`src/rtl/prog_loader_pkg.sv`:
```
// Shared constants for the 16-bit PU: polarity levels, instruction width,
// and the loader frame header and state encodings.
package prog_loader_pkg;

    localparam logic ASSERT = 1'b1;
    localparam logic NEGATE = 1'b0;

    // Instruction word MSB index; words are CMDS+1 bits wide.
    localparam int CMDS = 15;

    localparam logic [7:0] LDR_HDR = 8'hA5;

    typedef enum logic [2:0] {
        LDR_IDLE,
        LDR_CNT,
        LDR_HI,
        LDR_LO,
        LDR_WR,
        LDR_SUM,
        LDR_DONE
    } ldr_state_e;

endpackage

```
`src/rtl/prog_loader.sv`:
```
// Instruction-memory loader: assembles a framed byte stream into 16-bit words,
// writes them from address 0 and verifies the frame's XOR checksum.
module prog_loader
    import prog_loader_pkg::*;
#(
    parameter int AW = 8
) (
    input  logic            clk,
    input  logic            rst,
    input  logic [7:0]      rx_data,
    input  logic            rx_valid,
    output logic            rx_ready,
    output logic            im_we,
    output logic [AW-1:0]   im_addr,
    output logic [CMDS:0]   im_wd,
    output logic            pu_hold,
    output logic            done,
    output logic            err
);

    ldr_state_e     state;
    logic [7:0]     hi;
    logic [7:0]     cnt;
    logic [AW-1:0]  addr;
    logic [7:0]     acc;

    // NOTE: these outputs are pure decodes of the state register, so no
    // combinational path exists from rx_* to any output.
    assign rx_ready = (state != LDR_WR);
    assign im_we    = (state == LDR_WR);
    assign pu_hold  = (state == LDR_DONE) ? NEGATE : ASSERT;
    assign im_addr  = addr;

    // NOTE: all state uses non-blocking assignments so every register samples
    // pre-edge values; reset aborts any frame but leaves memory untouched.
    always_ff @(posedge clk or posedge rst) begin
        if (rst) begin
            state <= LDR_IDLE;
            hi    <= '0;
            cnt   <= '0;
            addr  <= '0;
            acc   <= '0;
            im_wd <= '0;
            done  <= 1'b0;
            err   <= 1'b0;
        end else begin
            case (state)
                LDR_IDLE, LDR_DONE: begin
                    if (rx_valid && rx_data == LDR_HDR) begin
                        state <= LDR_CNT;
                        addr  <= '0;
                        acc   <= '0;
                        done  <= 1'b0;
                        err   <= 1'b0;
                    end
                end
                LDR_CNT: begin
                    if (rx_valid) begin
                        cnt   <= rx_data;
                        state <= (rx_data == 8'd0) ? LDR_SUM : LDR_HI;
                    end
                end
                LDR_HI: begin
                    if (rx_valid) begin
                        hi    <= rx_data;
                        acc   <= acc ^ rx_data;
                        state <= LDR_LO;
                    end
                end
                LDR_LO: begin
                    if (rx_valid) begin
                        im_wd <= {hi, rx_data};
                        acc   <= acc ^ rx_data;
                        state <= LDR_WR;
                    end
                end
                LDR_WR: begin
                    addr  <= addr + 1'b1;
                    cnt   <= cnt - 8'd1;
                    state <= (cnt == 8'd1) ? LDR_SUM : LDR_HI;
                end
                LDR_SUM: begin
                    if (rx_valid) begin
                        if (rx_data == acc) begin
                            done  <= 1'b1;
                            state <= LDR_DONE;
                        end else begin
                            err   <= 1'b1;
                            state <= LDR_IDLE;
                        end
                    end
                end
                default: state <= LDR_IDLE;
            endcase
        end
    end

endmodule

```
`config.mk`:
```
export PLATFORM = sky130hd
export DESIGN_NAME = prog_loader
export DESIGN_NICKNAME = d
export VERILOG_FILES = /design/src/rtl/prog_loader_pkg.sv /design/src/rtl/prog_loader.sv
export SDC_FILE = /design/constraint.sdc
export NUM_CORES = 1
export LEC_CHECK = 0
export BUFFER_PORTS_ARGS = -buffer_cell sky130_fd_sc_hd__buf_2
export CORE_MARGIN = 3
export CORE_UTILIZATION = 48
export CTS_CLUSTER_DIAMETER = 200
export DETAILED_ROUTE_END_ITERATION = 6
export PLACE_DENSITY = 0.69
export SLEW_MARGIN = 40
export SYNTH_ARGS = -nofsm -noshare
export SYNTH_HDL_FRONTEND = slang
export SYNTH_SLANG_ARGS = --single-unit
```
`constraint.sdc`:
```
create_clock -name clk -period 5.8 [get_ports clk]
set_clock_uncertainty 0.15 [all_clocks]
set_input_delay 0 -clock clk [delete_from_list [all_inputs] [get_ports clk]]
set_output_delay 0 -clock clk [all_outputs]
set_load 0.05 [all_outputs]
```
==> results of run 1 <==
[critical path: cells and delay by family, from the launching register on]
family	cells	cell delay (ns)
AO/OA/AOI/OAI	3	0.94
flip-flops	1	0.60
AND/OR/NAND/NOR	1	0.34
adder cells (fa/ha/maj)	1	0.27
buffers and inverters	1	0.12
[cells by family (layout without fill, tap and decap cells)]
logic type / Yosys count / in the layout
muxes: 27 / 27
AOI/OAI and AO/OA: 57 / 57
xor gates and xnor gates: 7 / 7
buffers and inverters: 20 / 68
adders and majority gates: 4 / 4
DFF: 53 / 53
and+or+nand+nor: 96 / 96
[power by group through the flow]
stage / registers (mW) / logic, mW / clock network, mW
final: 0.673 / 0.875 / 0.221
after global routing: 0.701 / 0.948 / 0.244
after detailed placement: 0.678 / 0.875 / 0
after floorplan: 0.916 / 0.436 / 0
after CTS: 0.671 / 0.882 / 0.233
after global placement: 0.673 / 0.862 / 0
[layout by cell type (no fill, tap or decap), types with 2 or more instances in the layout]
cell type | Yosys | layout
sky130_fd_sc_hd__a21oi_1 | 9 | 9
sky130_fd_sc_hd__a221o_1 | 2 | 2
sky130_fd_sc_hd__a22o_1 | 3 | 3
sky130_fd_sc_hd__a311oi_1 | 2 | 2
sky130_fd_sc_hd__and3_1 | 3 | 3
sky130_fd_sc_hd__buf_2 | 3 | 39
sky130_fd_sc_hd__buf_4 | 0 | 2
sky130_fd_sc_hd__clkbuf_8 | 0 | 5
sky130_fd_sc_hd__dfrtp_1 | 53 | 53
sky130_fd_sc_hd__dlygate4sd3_1 | 0 | 10
sky130_fd_sc_hd__ha_1 | 4 | 4
sky130_fd_sc_hd__inv_1 | 9 | 8
sky130_fd_sc_hd__inv_6 | 0 | 2
sky130_fd_sc_hd__mux2_2 | 25 | 25
sky130_fd_sc_hd__mux2i_1 | 2 | 2
sky130_fd_sc_hd__nand2_1 | 18 | 18
sky130_fd_sc_hd__nand2b_1 | 11 | 11
sky130_fd_sc_hd__nand3_1 | 9 | 9
sky130_fd_sc_hd__nand4_1 | 3 | 3
sky130_fd_sc_hd__nor2_1 | 24 | 24
sky130_fd_sc_hd__nor2b_1 | 4 | 4
sky130_fd_sc_hd__nor3_1 | 6 | 6
sky130_fd_sc_hd__nor3b_1 | 2 | 2
sky130_fd_sc_hd__nor4_1 | 3 | 3
sky130_fd_sc_hd__o211ai_1 | 2 | 2
sky130_fd_sc_hd__o21ai_0 | 17 | 17
sky130_fd_sc_hd__o21ai_1 | 6 | 6
sky130_fd_sc_hd__o311ai_0 | 3 | 3
sky130_fd_sc_hd__or3_1 | 2 | 2
sky130_fd_sc_hd__xnor2_1 | 4 | 4
sky130_fd_sc_hd__xor2_1 | 3 | 3
[flip-flops by register name, indices dropped and copies added (netlist names)]
name and flops:
acc 8, cnt 8, done 1, err 1, hi 8, im_addr 8, im_wd 16, state 3
[routing by layer]
metal | routed length, µm | share of wire
met5 | 0 | 0
met4 | 62 | 0.010
met3 | 384 | 0.065
met2 | 2790 | 0.47
met1 | 2690 | 0.45
[per-stage QoR]
step	total power [mW]	utilization	worst slack, ns	instances
2_1_floorplan	1.35	-	3.57	264
3_3_place_gp	1.54	0.561	3.35	364
3_5_place_dp	1.55	0.561	3.32	364
4_1_cts	1.79	0.598	3.31	382
5_1_grt	1.89	0.598	3.07	382
6_report	1.77	0.598	3.30	382
[area by class of cell]
class / count / area, µm² / area share
clock buffer: 5 / 68.8 / 0.0218
clock inverter: 3 / 25.0 / 0.00794
inverter: 9 / 36.3 / 0.0115
multi-input combinational: 191 / 1300 / 0.412
sequential: 53 / 1330 / 0.421
tap: 70 / 87.6 / 0.0278
timing repair buffer: 51 / 310 / 0.0984
[worst max-delay path by stage]
stage                         endpoint  slack, ns  cells after the start
floorplan           acc[2]$_DFFE_PP0P_       3.57                      7
global placement    acc[4]$_DFFE_PP0P_       3.35                      6
detailed placement  acc[4]$_DFFE_PP0P_       3.32                      6
CTS                 acc[4]$_DFFE_PP0P_       3.31                      6
global route        acc[4]$_DFFE_PP0P_       3.07                      6
finish              acc[7]$_DFFE_PP0P_       3.30                      6
==> impl_metrics.xml, run 1 <==
<?xml version="1.0" encoding="UTF-8"?>
<metrics>
  <group name="floorplan">
    <metric name="fp-row-count" unit="">26</metric>
    <metric name="start_util" unit="">0.513</metric>
    <metric name="core_area" unit="mm²">0.00527</metric>
    <metric name="die_w" unit="µm">81.1</metric>
    <metric name="die-area" unit="mm²">0.00657</metric>
    <metric name="io-pin-count" unit="">40</metric>
    <metric name="die_height" unit="µm">81.1</metric>
  </group>
  <group name="timing">
    <metric name="final.hold.worst_slack" unit="ns">0.184</metric>
    <metric name="actual_slew_at_the_worst_max_slew_pin" unit="ns">0.777</metric>
    <metric name="final_hold_viol_count" unit="">0</metric>
    <metric name="final_period_minus_worst_setup_slack" unit="ns">2.50</metric>
    <metric name="rsz0062_at_grt" unit="">false</metric>
    <metric name="fmaxAchievable" unit="GHz">0.400</metric>
    <metric name="final.period_utilization" unit="">0.431</metric>
    <metric name="setup_violations" unit="">0</metric>
    <metric name="fin_setup_tns" unit="ns">0</metric>
    <metric name="slew_headroom" unit="">0.480</metric>
    <metric name="maxSlewViolCount" unit="">0</metric>
  </group>
  <group name="yosys">
    <metric name="yosys.cell_count.top_type" unit="">sky130_fd_sc_hd__dfrtp_1</metric>
    <metric name="synth_top_area_frac" unit="">0.491</metric>
    <metric name="synth.cell_area" unit="mm²">0.00270</metric>
    <metric name="post_synth_and_or_nand_nor_area_fraction" unit="">0.189</metric>
    <metric name="synth-edff-count" unit="">0</metric>
    <metric name="netlist.top_cell.by_area" unit="">sky130_fd_sc_hd__dfrtp_1</metric>
    <metric name="synth.yosys.warnings" unit="">0</metric>
    <metric name="synth_cell_types" unit="">53</metric>
    <metric name="syn-num-nets" unit="">279</metric>
    <metric name="synth.mux.area_fraction" unit="">0.112</metric>
    <metric name="ys_seq_area_frac" unit="">0.491</metric>
    <metric name="synth_xor_area_frac" unit="">0.0227</metric>
    <metric name="postSynth.asyncResetShare" unit="">1.00</metric>
    <metric name="ys_seq_elements" unit="">53</metric>
    <metric name="adder_cell_fraction_of_synth_area" unit="">0.0185</metric>
    <metric name="synth-compound-area-share" unit="">0.139</metric>
    <metric name="synth.cells.most_frequent" unit="">sky130_fd_sc_hd__dfrtp_1, sky130_fd_sc_hd__mux2_2, sky130_fd_sc_hd__nor2_1</metric>
    <metric name="postSynth.topFlopCell" unit="">sky130_fd_sc_hd__dfrtp_1</metric>
    <metric name="netlist_instances" unit="">264</metric>
    <metric name="synth_top_family_by_area" unit="">simple AND/OR/NAND/NOR gates</metric>
    <metric name="yosys-top-cells-area" unit="">sky130_fd_sc_hd__dfrtp_1, sky130_fd_sc_hd__mux2_2, sky130_fd_sc_hd__nor2_1, sky130_fd_sc_hd__o21ai_0, sky130_fd_sc_hd__nand2b_1</metric>
    <metric name="postSynthAreaPerCell" unit="µm²">10.2</metric>
  </group>
  <group name="cts">
    <metric name="cts_inserted_buffers" unit="">5</metric>
    <metric name="cts.sink_count" unit="">53</metric>
    <metric name="cts_setup_buffers" unit="">0</metric>
    <metric name="clock_insertion_delay_worst_skew" unit="ns">0.31</metric>
    <metric name="cts.root.buffer_cell" unit="">sky130_fd_sc_hd__clkbuf_8</metric>
    <metric name="post_cts_resize_count" unit="">0</metric>
    <metric name="cts_hold_buf" unit="">10</metric>
    <metric name="cts-root-to-sink-buffers" unit="">2</metric>
    <metric name="cts.clk_slew.worst_paths" unit="ns">0.10</metric>
    <metric name="tritoncts" unit="">built</metric>
    <metric name="cts_htree_levels" unit="">2</metric>
  </group>
  <group name="worst_setup_path">
    <metric name="timing.critical_path.fanout_max" unit="">15</metric>
    <metric name="critPathKind" unit="">reg2reg</metric>
    <metric name="timing.critical_path.to_type" unit="">flip-flop</metric>
    <metric name="crit_slowest_cell" unit="">sky130_fd_sc_hd__dfrtp_1</metric>
    <metric name="cp_slowest_stage_delay" unit="ns">0.60</metric>
    <metric name="r2r_setup_slack" unit="ns">3.30</metric>
    <metric name="reg2reg_to" unit="">acc[7]$_DFFE_PP0P_</metric>
    <metric name="worstSetupStartpointType" unit="">flip-flop</metric>
    <metric name="timing.critical_path.from" unit="">state[2]$_DFFE_PP0P_</metric>
    <metric name="crit_arrival" unit="ns">2.60</metric>
    <metric name="timing.reg2reg.worst_path_depth" unit="">6</metric>
    <metric name="timing.critical_path.cells" unit="">inv_1, ha_1, o41ai_1, o21ai_2, or2_1, o21ai_1</metric>
    <metric name="required" unit="ns">5.90</metric>
    <metric name="regToRegStartpoint" unit="">state[2]$_DFFE_PP0P_</metric>
  </group>
  <group name="placement">
    <metric name="place_congestion" unit="">0.836</metric>
    <metric name="port_buffers" unit="">39</metric>
    <metric name="postPlaceCellArea" unit="mm²">0.00296</metric>
    <metric name="dpl.hpwl" unit="mm">4.01</metric>
  </group>
  <group name="routing">
    <metric name="drcViolationCount" unit="">0</metric>
    <metric name="routed_wire_length_per_instance" unit="µm">15.5</metric>
    <metric name="vias_per_cell" unit="">5.64</metric>
    <metric name="route.antenna.remaining_nets" unit="">0</metric>
    <metric name="drt-total-wl" unit="mm">5.93</metric>
    <metric name="via_count" unit="">2154</metric>
    <metric name="firstDrtPassIters" unit="">4</metric>
    <metric name="drtIter0Drc" unit="">222</metric>
  </group>
  <group name="grt">
    <metric name="total_routing_usage_reported_by_global_routing" unit="">0.191</metric>
    <metric name="grt_max_degree" unit="">54</metric>
    <metric name="met3_layer_usage_reported_by_global_route" unit="">0.0344</metric>
    <metric name="grt_pass1_vias" unit="">2007</metric>
    <metric name="grtUsageMet2" unit="">0.296</metric>
    <metric name="grt_util_met1" unit="">0.273</metric>
    <metric name="global_route.overflow_total" unit="">0</metric>
    <metric name="grt_antenna_before_repair" unit="">0</metric>
    <metric name="grt_pass1_wl" unit="mm">9.69</metric>
    <metric name="top_usage_layer" unit="">met2</metric>
  </group>
  <group name="final_layout">
    <metric name="layout-area-overhead-vs-synth" unit="%">16.6</metric>
    <metric name="post-route-cell-area" unit="mm²">0.00315</metric>
    <metric name="antenna-diode-count" unit="">0</metric>
    <metric name="fill_cells" unit="">449</metric>
    <metric name="finalNetCount" unit="">326</metric>
    <metric name="final_layout_size_suffix_gt1_frac" unit="">0.266</metric>
  </group>
  <group name="power_and_ir_drop">
    <metric name="cell_internal_pwr" unit="mW">0.929</metric>
    <metric name="p_sw_frac" unit="">0.474</metric>
    <metric name="switching_power" unit="mW">0.839</metric>
    <metric name="sequentialPowerShare" unit="">0.380</metric>
    <metric name="power.clock.fraction" unit="">0.125</metric>
    <metric name="power.share.combinational" unit="">0.495</metric>
    <metric name="power-per-cell-area" unit="mW/mm²">561</metric>
    <metric name="cellLeakagePower" unit="nW">1.40</metric>
    <metric name="ir_worst_vdd" unit="V">0.000326</metric>
  </group>
  <group name="status">
    <metric name="status" unit="">completed</metric>
  </group>
  <group name="run">
    <metric name="max-cap-violations" unit="">0</metric>
  </group>
  <group name="hold_path">
    <metric name="worst_hold_path_type" unit="">in2async</metric>
  </group>
</metrics>
Note: power is estimated with default switching activity, not from simulation.
==> inputs of run 2 (changes only) <==
- PLACE_DENSITY: 0.69 -> 0.72
- clock period: 5.8 -> 2.03 ns (I/O delays scaled with it)
==> run 2 against run 1 <==
Against the previous run: cell count is 3.7% higher; combinational power rose to 3.1 times the previous value; largest cell class unchanged; highest routed layer unchanged; critical path type is now in2reg; largest power group unchanged; die area stayed put.
==> impl_metrics.xml, run 2 (same netlist as run 1, synthesis figures left out) <==
<?xml version="1.0" encoding="UTF-8"?>
<metrics>
  <group name="timing">
    <metric name="setup_violations" unit="">0</metric>
    <metric name="final_period_minus_worst_setup_slack" unit="ns">1.93</metric>
    <metric name="rsz0062_at_grt" unit="">false</metric>
    <metric name="slew_headroom" unit="">0.649</metric>
    <metric name="maxSlewViolCount" unit="">0</metric>
    <metric name="final_hold_viol_count" unit="">0</metric>
    <metric name="fmaxAchievable" unit="GHz">0.518</metric>
    <metric name="actual_slew_at_the_worst_max_slew_pin" unit="ns">0.522</metric>
    <metric name="final.period_utilization" unit="">0.952</metric>
    <metric name="fin_setup_tns" unit="ns">0</metric>
  </group>
  <group name="placement">
    <metric name="place_congestion" unit="">0.832</metric>
    <metric name="port_buffers" unit="">39</metric>
    <metric name="dpl.hpwl" unit="mm">4.47</metric>
  </group>
  <group name="routing">
    <metric name="routed_wire_length_per_instance" unit="µm">16.1</metric>
    <metric name="drtIter0Drc" unit="">169</metric>
    <metric name="via_count" unit="">2259</metric>
    <metric name="drt-total-wl" unit="mm">6.37</metric>
    <metric name="firstDrtPassIters" unit="">4</metric>
    <metric name="vias_per_cell" unit="">5.70</metric>
    <metric name="drcViolationCount" unit="">0</metric>
    <metric name="route.antenna.remaining_nets" unit="">0</metric>
  </group>
  <group name="cts">
    <metric name="cts.root.buffer_cell" unit="">sky130_fd_sc_hd__clkbuf_8</metric>
    <metric name="cts-root-to-sink-buffers" unit="">2</metric>
    <metric name="cts_htree_levels" unit="">2</metric>
    <metric name="clock_insertion_delay_worst_skew" unit="ns">0.32</metric>
    <metric name="cts.clk_slew.worst_paths" unit="ns">0.10</metric>
    <metric name="cts.sink_count" unit="">53</metric>
    <metric name="tritoncts" unit="">built</metric>
    <metric name="cts_inserted_buffers" unit="">5</metric>
  </group>
  <group name="grt">
    <metric name="global_route.overflow_total" unit="">0</metric>
    <metric name="grt_max_degree" unit="">34</metric>
    <metric name="grt_pass1_wl" unit="mm">10.1</metric>
    <metric name="total_routing_usage_reported_by_global_routing" unit="">0.203</metric>
    <metric name="grt_pass1_vias" unit="">2156</metric>
    <metric name="grt_antenna_before_repair" unit="">0</metric>
  </group>
  <group name="final_layout">
    <metric name="final_cell_mix" unit="">sky130_fd_sc_hd__dfrtp_1, sky130_fd_sc_hd__buf_2, sky130_fd_sc_hd__mux2_2</metric>
    <metric name="registers.top_by_ff_count" unit="">im_wd</metric>
    <metric name="finalNetCount" unit="">340</metric>
    <metric name="antenna-diode-count" unit="">0</metric>
    <metric name="layout-area-overhead-vs-synth" unit="%">22.2</metric>
    <metric name="layout_commonest_cell" unit="">sky130_fd_sc_hd__dfrtp_1</metric>
    <metric name="final_layout_size_suffix_gt1_frac" unit="">0.310</metric>
    <metric name="largest_reg_flops" unit="">16</metric>
  </group>
  <group name="power_and_ir_drop">
    <metric name="cellLeakagePower" unit="nW">1.49</metric>
    <metric name="sequentialPowerShare" unit="">0.360</metric>
    <metric name="switching_power" unit="mW">2.50</metric>
    <metric name="p_sw_frac" unit="">0.473</metric>
    <metric name="power.share.combinational" unit="">0.518</metric>
    <metric name="power-per-cell-area" unit="mW/mm²">1600</metric>
    <metric name="power.clock.fraction" unit="">0.122</metric>
    <metric name="cell_internal_pwr" unit="mW">2.79</metric>
    <metric name="p_total" unit="mW">5.29</metric>
    <metric name="ir_worst_vdd" unit="V">0.000916</metric>
  </group>
  <group name="hold_path">
    <metric name="min_delay_path_depth" unit="">3</metric>
    <metric name="worst_hold_path_type" unit="">in2reg</metric>
    <metric name="startpoint_of_the_most_critical_hold_path" unit="">rx_data[1]</metric>
  </group>
  <group name="worst_setup_path">
    <metric name="crit_arrival" unit="ns">2.04</metric>
    <metric name="timing.critical_path.fanout_max" unit="">7</metric>
    <metric name="worstSetupStartpointType" unit="">primary input</metric>
    <metric name="timing.reg2reg.worst_path_depth" unit="">6</metric>
    <metric name="required" unit="ns">2.13</metric>
    <metric name="critPathKind" unit="">in2reg</metric>
    <metric name="timing.critical_path.to_type" unit="">flip-flop</metric>
    <metric name="regToRegStartpoint" unit="">state[2]$_DFFE_PP0P_</metric>
    <metric name="timing.critical_path.from" unit="">rx_data[6]</metric>
  </group>
  <group name="floorplan">
    <metric name="die_w" unit="µm">81.1</metric>
    <metric name="io-pin-count" unit="">40</metric>
    <metric name="die-area" unit="mm²">0.00657</metric>
    <metric name="die_height" unit="µm">81.1</metric>
    <metric name="core_area" unit="mm²">0.00527</metric>
    <metric name="fp-row-count" unit="">26</metric>
    <metric name="start_util" unit="">0.513</metric>
  </group>
  <group name="run">
    <metric name="max-cap-violations" unit="">0</metric>
  </group>
  <group name="status">
    <metric name="status" unit="">completed</metric>
  </group>
</metrics>
-- run 2: final cells by class --
type                       instances  area, µm²
fill                             458       1970
sequential                        53       1330
clock inverter                     3       25.0
tap                               70       87.6
inverter                           9       33.8
clock buffer                       5       68.8
multi-input combinational        191       1320
timing repair buffer              65        440
-- run 2: worst max-delay path, stage by stage --
cell                            delay, ns
sky130_fd_sc_hd__dlygate4sd3_1       0.53
sky130_fd_sc_hd__buf_2               0.19
sky130_fd_sc_hd__nor4_4              0.34
sky130_fd_sc_hd__nand3_2             0.17
sky130_fd_sc_hd__a311o_1             0.38
sky130_fd_sc_hd__a31oi_1             0.24
sky130_fd_sc_hd__a22o_1              0.19
-- run 2: power by group through the flow --
stage | Sequential (mW) | Combinational (mW) | Clock (mW)
floorplan | 2.62 | 1.27 | 0
global placement | 1.89 | 2.64 | 0
detailed placement | 1.91 | 2.70 | 0
CTS | 1.90 | 2.73 | 0.658
global route | 1.98 | 2.93 | 0.696
finish | 1.91 | 2.74 | 0.643
-- run 2: through the flow --
stage | cells | instance area, µm² | utilization | worst slack [ns] | hold WS [ns]
2_1_floorplan | 264 | 2720 | - | 0.0770 | -0.0221
3_3_place_gp | 377 | 3090 | 0.587 | 0.165 | -0.104
3_5_place_dp | 377 | 3090 | 0.587 | 0.105 | -0.107
4_1_cts | 395 | 3290 | 0.623 | 0.0494 | 0.0262
5_1_grt | 396 | 3300 | 0.627 | 0.00365 | 0.0561
6_report | 396 | 3300 | 0.627 | 0.0981 | 0.0334
-- run 2: path summary, 6_finish.rpt --
check,to,slack [ns]
setup / recovery,state[2]$_DFFE_PP0P_,0.1
setup reg to reg,acc[4]$_DFFE_PP0P_,0.12
hold / removal,acc[1]$_DFFE_PP0P_,0.03
hold reg to reg,im_addr[7]$_DFFE_PP0P_,0.34
min in group asynchronous,im_wd[14]$_DFFE_PP0P_,0.08
max in group asynchronous,im_addr[7]$_DFFE_PP0P_,1.12
-- run 2: layer usage --
metal  share of wire  wire, µm  global-route usage
met4           0.024       153              0.0963
met1            0.45      2860               0.261
met2            0.48      3080               0.335
met5               0         0                   0
met3           0.043       275              0.0322
-- run 2: timing repair --
item                                    4_1_cts  5_1_grt
hold buffers                                 10        0
buffers inserted                              0        1
resized for setup                             0        4
endpoints found under the setup margin        0       12
hold endpoints to repair                     84        0
==> inputs of run 3 (changes only) <==
--- a/config.mk
+++ b/config.mk
@@ -6,4 +6,5 @@
 export NUM_CORES = 1
 export LEC_CHECK = 0
+export ABC_AREA = 1
 export BUFFER_PORTS_ARGS = -buffer_cell sky130_fd_sc_hd__buf_2
 export CORE_MARGIN = 3
==> constraint.sdc (replaced) <==
create_clock -name clk -period 2.03 [get_ports clk]
set_clock_uncertainty 0.15 [all_clocks]
set_input_delay 0.406 -clock clk [delete_from_list [all_inputs] [get_ports clk]]
set_output_delay 0.406 -clock clk [all_outputs]
set_load 0.05 [all_outputs]
==> run 3 against run 2 <==
Against the previous run: die area is 1.7% higher; register-to-register slack better by 0.05 ns; global-route usage is 0.87 points lower; synthesized area is 1.9% higher; non-clock buffer count is 18 lower; via count is 5.6% higher; power is 2.7% higher; combinational power hardly changed; largest power group unchanged.
==> impl_metrics.xml, run 3 <==
<?xml version="1.0" encoding="UTF-8"?>
<metrics>
  <group name="final_layout">
    <metric name="final_core_utilization" unit="">0.602</metric>
    <metric name="largest_reg_flops" unit="">16</metric>
    <metric name="final_cell_mix" unit="">sky130_fd_sc_hd__nand2_1, sky130_fd_sc_hd__dfrtp_1, sky130_fd_sc_hd__buf_2</metric>
    <metric name="finalNetCount" unit="">404</metric>
    <metric name="layout_commonest_cell" unit="">sky130_fd_sc_hd__nand2_1</metric>
    <metric name="layout-area-overhead-vs-synth" unit="%">16.6</metric>
    <metric name="fill_cells" unit="">480</metric>
    <metric name="post-route-cell-area" unit="mm²">0.00321</metric>
    <metric name="final_layout_size_suffix_gt1_frac" unit="">0.200</metric>
    <metric name="registers.top_by_ff_count" unit="">im_wd</metric>
    <metric name="antenna-diode-count" unit="">0</metric>
  </group>
  <group name="cts">
    <metric name="cts-root-to-sink-buffers" unit="">2</metric>
    <metric name="cts.sink_count" unit="">53</metric>
    <metric name="cts_htree_levels" unit="">2</metric>
    <metric name="cts_inserted_buffers" unit="">5</metric>
    <metric name="cts.root.buffer_cell" unit="">sky130_fd_sc_hd__clkbuf_8</metric>
    <metric name="clock_insertion_delay_worst_skew" unit="ns">0.31</metric>
    <metric name="cts.clk_slew.worst_paths" unit="ns">0.10</metric>
    <metric name="tritoncts" unit="">built</metric>
  </group>
  <group name="timing">
    <metric name="setup_violations" unit="">0</metric>
    <metric name="fmaxAchievable" unit="GHz">0.508</metric>
    <metric name="final_period_minus_worst_setup_slack" unit="ns">1.97</metric>
    <metric name="final_hold_viol_count" unit="">0</metric>
    <metric name="fin_setup_tns" unit="ns">0</metric>
    <metric name="actual_slew_at_the_worst_max_slew_pin" unit="ns">0.447</metric>
    <metric name="slew_headroom" unit="">0.701</metric>
    <metric name="final.period_utilization" unit="">0.969</metric>
    <metric name="maxSlewViolCount" unit="">0</metric>
  </group>
  <group name="power_and_ir_drop">
    <metric name="power-per-cell-area" unit="mW/mm²">1690</metric>
    <metric name="power.clock.fraction" unit="">0.156</metric>
    <metric name="p_sw_frac" unit="">0.491</metric>
    <metric name="ir_worst_vdd" unit="V">0.00115</metric>
    <metric name="sequentialPowerShare" unit="">0.334</metric>
    <metric name="switching_power" unit="mW">2.67</metric>
    <metric name="cell_internal_pwr" unit="mW">2.77</metric>
    <metric name="cellLeakagePower" unit="nW">1.69</metric>
    <metric name="power.share.combinational" unit="">0.510</metric>
    <metric name="p_total" unit="mW">5.43</metric>
  </group>
  <group name="yosys">
    <metric name="yosys-top-cells-area" unit="">sky130_fd_sc_hd__dfrtp_1, sky130_fd_sc_hd__nand2_1, sky130_fd_sc_hd__nand3_1, sky130_fd_sc_hd__o21ai_0, sky130_fd_sc_hd__inv_1</metric>
    <metric name="synth.cell_area" unit="mm²">0.00276</metric>
    <metric name="ys_seq_area_frac" unit="">0.481</metric>
    <metric name="ys_seq_elements" unit="">53</metric>
    <metric name="synth.yosys.warnings" unit="">0</metric>
    <metric name="synth-edff-count" unit="">0</metric>
    <metric name="synth.cells.most_frequent" unit="">sky130_fd_sc_hd__nand2_1, sky130_fd_sc_hd__dfrtp_1, sky130_fd_sc_hd__inv_1</metric>
    <metric name="syn-num-nets" unit="">358</metric>
    <metric name="postSynthAreaPerCell" unit="µm²">8.03</metric>
    <metric name="postSynth.topFlopCell" unit="">sky130_fd_sc_hd__dfrtp_1</metric>
    <metric name="synth_cell_types" unit="">33</metric>
    <metric name="synth_top_area_frac" unit="">0.481</metric>
    <metric name="netlist_instances" unit="">343</metric>
    <metric name="yosys.cell_count.top_type" unit="">sky130_fd_sc_hd__nand2_1</metric>
    <metric name="postSynth.asyncResetShare" unit="">1.00</metric>
    <metric name="netlist.top_cell.by_area" unit="">sky130_fd_sc_hd__dfrtp_1</metric>
  </group>
  <group name="worst_setup_path">
    <metric name="timing.critical_path.to_type" unit="">primary output</metric>
    <metric name="cp_top_family" unit="">flip-flops</metric>
    <metric name="crit_slowest_cell" unit="">sky130_fd_sc_hd__dfrtp_1</metric>
    <metric name="timing.critical_path.cells" unit="">nor2_4, inv_2, nor2_8, buf_2</metric>
    <metric name="critical_path.n_buffers_inverters" unit="">2</metric>
    <metric name="worstSetupStartpointType" unit="">flip-flop</metric>
    <metric name="cp_slowest_stage_delay" unit="ns">0.48</metric>
    <metric name="critPathKind" unit="">reg2out</metric>
    <metric name="timing.critical_path.fanout_max" unit="">5</metric>
    <metric name="required" unit="ns">1.47</metric>
    <metric name="crit_arrival" unit="ns">1.41</metric>
  </group>
  <group name="floorplan">
    <metric name="die_height" unit="µm">81.8</metric>
    <metric name="die-area" unit="mm²">0.00668</metric>
    <metric name="fp-row-count" unit="">26</metric>
    <metric name="core_area" unit="mm²">0.00534</metric>
    <metric name="start_util" unit="">0.516</metric>
    <metric name="io-pin-count" unit="">40</metric>
    <metric name="die_w" unit="µm">81.8</metric>
  </group>
  <group name="routing">
    <metric name="routed_wire_length_per_instance" unit="µm">13.4</metric>
    <metric name="drt-total-wl" unit="mm">6.17</metric>
    <metric name="wl_met2" unit="mm">2.76</metric>
    <metric name="met1_length" unit="mm">2.98</metric>
    <metric name="route.antenna.remaining_nets" unit="">0</metric>
    <metric name="drtIter0Drc" unit="">161</metric>
    <metric name="vias_per_cell" unit="">5.19</metric>
    <metric name="top_routing_layer_in_use" unit="">met4</metric>
    <metric name="routed-wl-met3" unit="µm">332</metric>
    <metric name="via_count" unit="">2386</metric>
    <metric name="drcViolationCount" unit="">0</metric>
    <metric name="firstDrtPassIters" unit="">4</metric>
  </group>
  <group name="grt">
    <metric name="grt_pass1_vias" unit="">2124</metric>
    <metric name="total_routing_usage_reported_by_global_routing" unit="">0.194</metric>
    <metric name="grt_antenna_before_repair" unit="">0</metric>
    <metric name="grt_pass1_wl" unit="mm">9.96</metric>
    <metric name="grt_max_degree" unit="">54</metric>
    <metric name="global_route.overflow_total" unit="">0</metric>
  </group>
  <group name="placement">
    <metric name="port_buffers" unit="">39</metric>
    <metric name="place_congestion" unit="">0.838</metric>
    <metric name="postPlaceCellArea" unit="mm²">0.00304</metric>
    <metric name="dpl.hpwl" unit="mm">4.47</metric>
  </group>
  <group name="hold_path">
    <metric name="worst_hold_path_type" unit="">in2reg</metric>
  </group>
  <group name="run">
    <metric name="max-cap-violations" unit="">0</metric>
  </group>
  <group name="status">
    <metric name="status" unit="">completed</metric>
  </group>
</metrics>
==> run 3: logic make-up after synthesis <==
kind of cell / count (synthesis) / synth area share
XOR/XNOR: 3 / 0.00954
AND/OR/NAND/NOR: 171 / 0.272
multiplexers: 8 / 0.0327
adder cells (fa/ha/maj): 4 / 0.0182
AO/OA/AOI/OAI: 53 / 0.109
buffers and inverters: 51 / 0.0763
flip-flops: 53 / 0.481
==> run 3: power by group through the flow <==
stage          Clock, mW  Combinational, mW  Sequential (mW)
2_1_floorplan          0               1.42             2.57
3_3_place_gp           0               2.69             1.80
3_5_place_dp           0               2.75             1.82
4_1_cts            0.852               2.77             1.81
5_1_grt            0.904               3.06             1.87
6_report           0.846               2.77             1.81
==> run 3: cell type report <==
cell class / instances / area, µm² / area share
clock buffers: 5 / 68.8 / 0.0214
repair buffers: 47 / 273 / 0.0849
clock inverters: 3 / 65.1 / 0.0203
inverters: 43 / 166 / 0.0518
well taps: 70 / 87.6 / 0.0273
flip-flops and latches: 53 / 1330 / 0.413
multi-input cells: 239 / 1220 / 0.381
==> run 3: routing by layer <==
| layer | vias to the layer above | GRT usage |
|---|---|---|
| met5 | - | 0 |
| met4 | 0 | 0.0399 |
| li1 | 1201 | - |
| met2 | 67 | 0.324 |
| met3 | 7 | 0.0384 |
| met1 | 1111 | 0.264 |
==> run 3: worst paths after layout <==
path | start | to | slack [ns] | cells after the start
max in group asynchronous | rst | state[0]$_DFFE_PP0P_ | 0.94 | 4
worst max register to register | state[2]$_DFFE_PP0P_ | acc[2]$_DFFE_PP0P_ | 0.17 | 6
worst min-delay path | rx_data[2] | im_wd[2]$_DFFE_PP0P_ | 0.30 | 3
worst max-delay path | state[1]$_DFFE_PP0P_ | im_we | 0.06 | 4
worst min register to register | hi[1]$_DFFE_PP0P_ | hi[1]$_DFFE_PP0P_ | 0.33 | 2
min in group asynchronous | rst | im_wd[2]$_DFFE_PP0P_ | 0.55 | 4
==> run 3: per-stage QoR <==
stage	cells	hold slack (ns)	setup slack (ns)
after global placement	449	0.304	0.237
after floorplan	343	0.296	0.188
after global routing	460	0.306	-0.00521
after detailed placement	449	0.310	0.214
final	460	0.295	0.0623
after CTS	460	0.294	0.00982
==> run 3: what timing repair did <==
action | 4_1_cts | 5_1_grt
pin swaps | 1 | 1
setup buffers | 2 | 0
setup endpoints to repair | 2 | 2
hold endpoints to repair | 44 | 0
gates cloned | 0 | 0
hold buffers | 1 | 0
gates resized for setup | 2 | 2
==> run 3: worst register-to-register path, cell delays in order, from the launching register on <==
cell	delay [ns]
sky130_fd_sc_hd__dfrtp_1	0.46
sky130_fd_sc_hd__inv_4	0.15
sky130_fd_sc_hd__ha_1	0.45
sky130_fd_sc_hd__nand2_1	0.17
sky130_fd_sc_hd__o211ai_4	0.22
sky130_fd_sc_hd__nand2_1	0.10
sky130_fd_sc_hd__o21ai_0	0.09
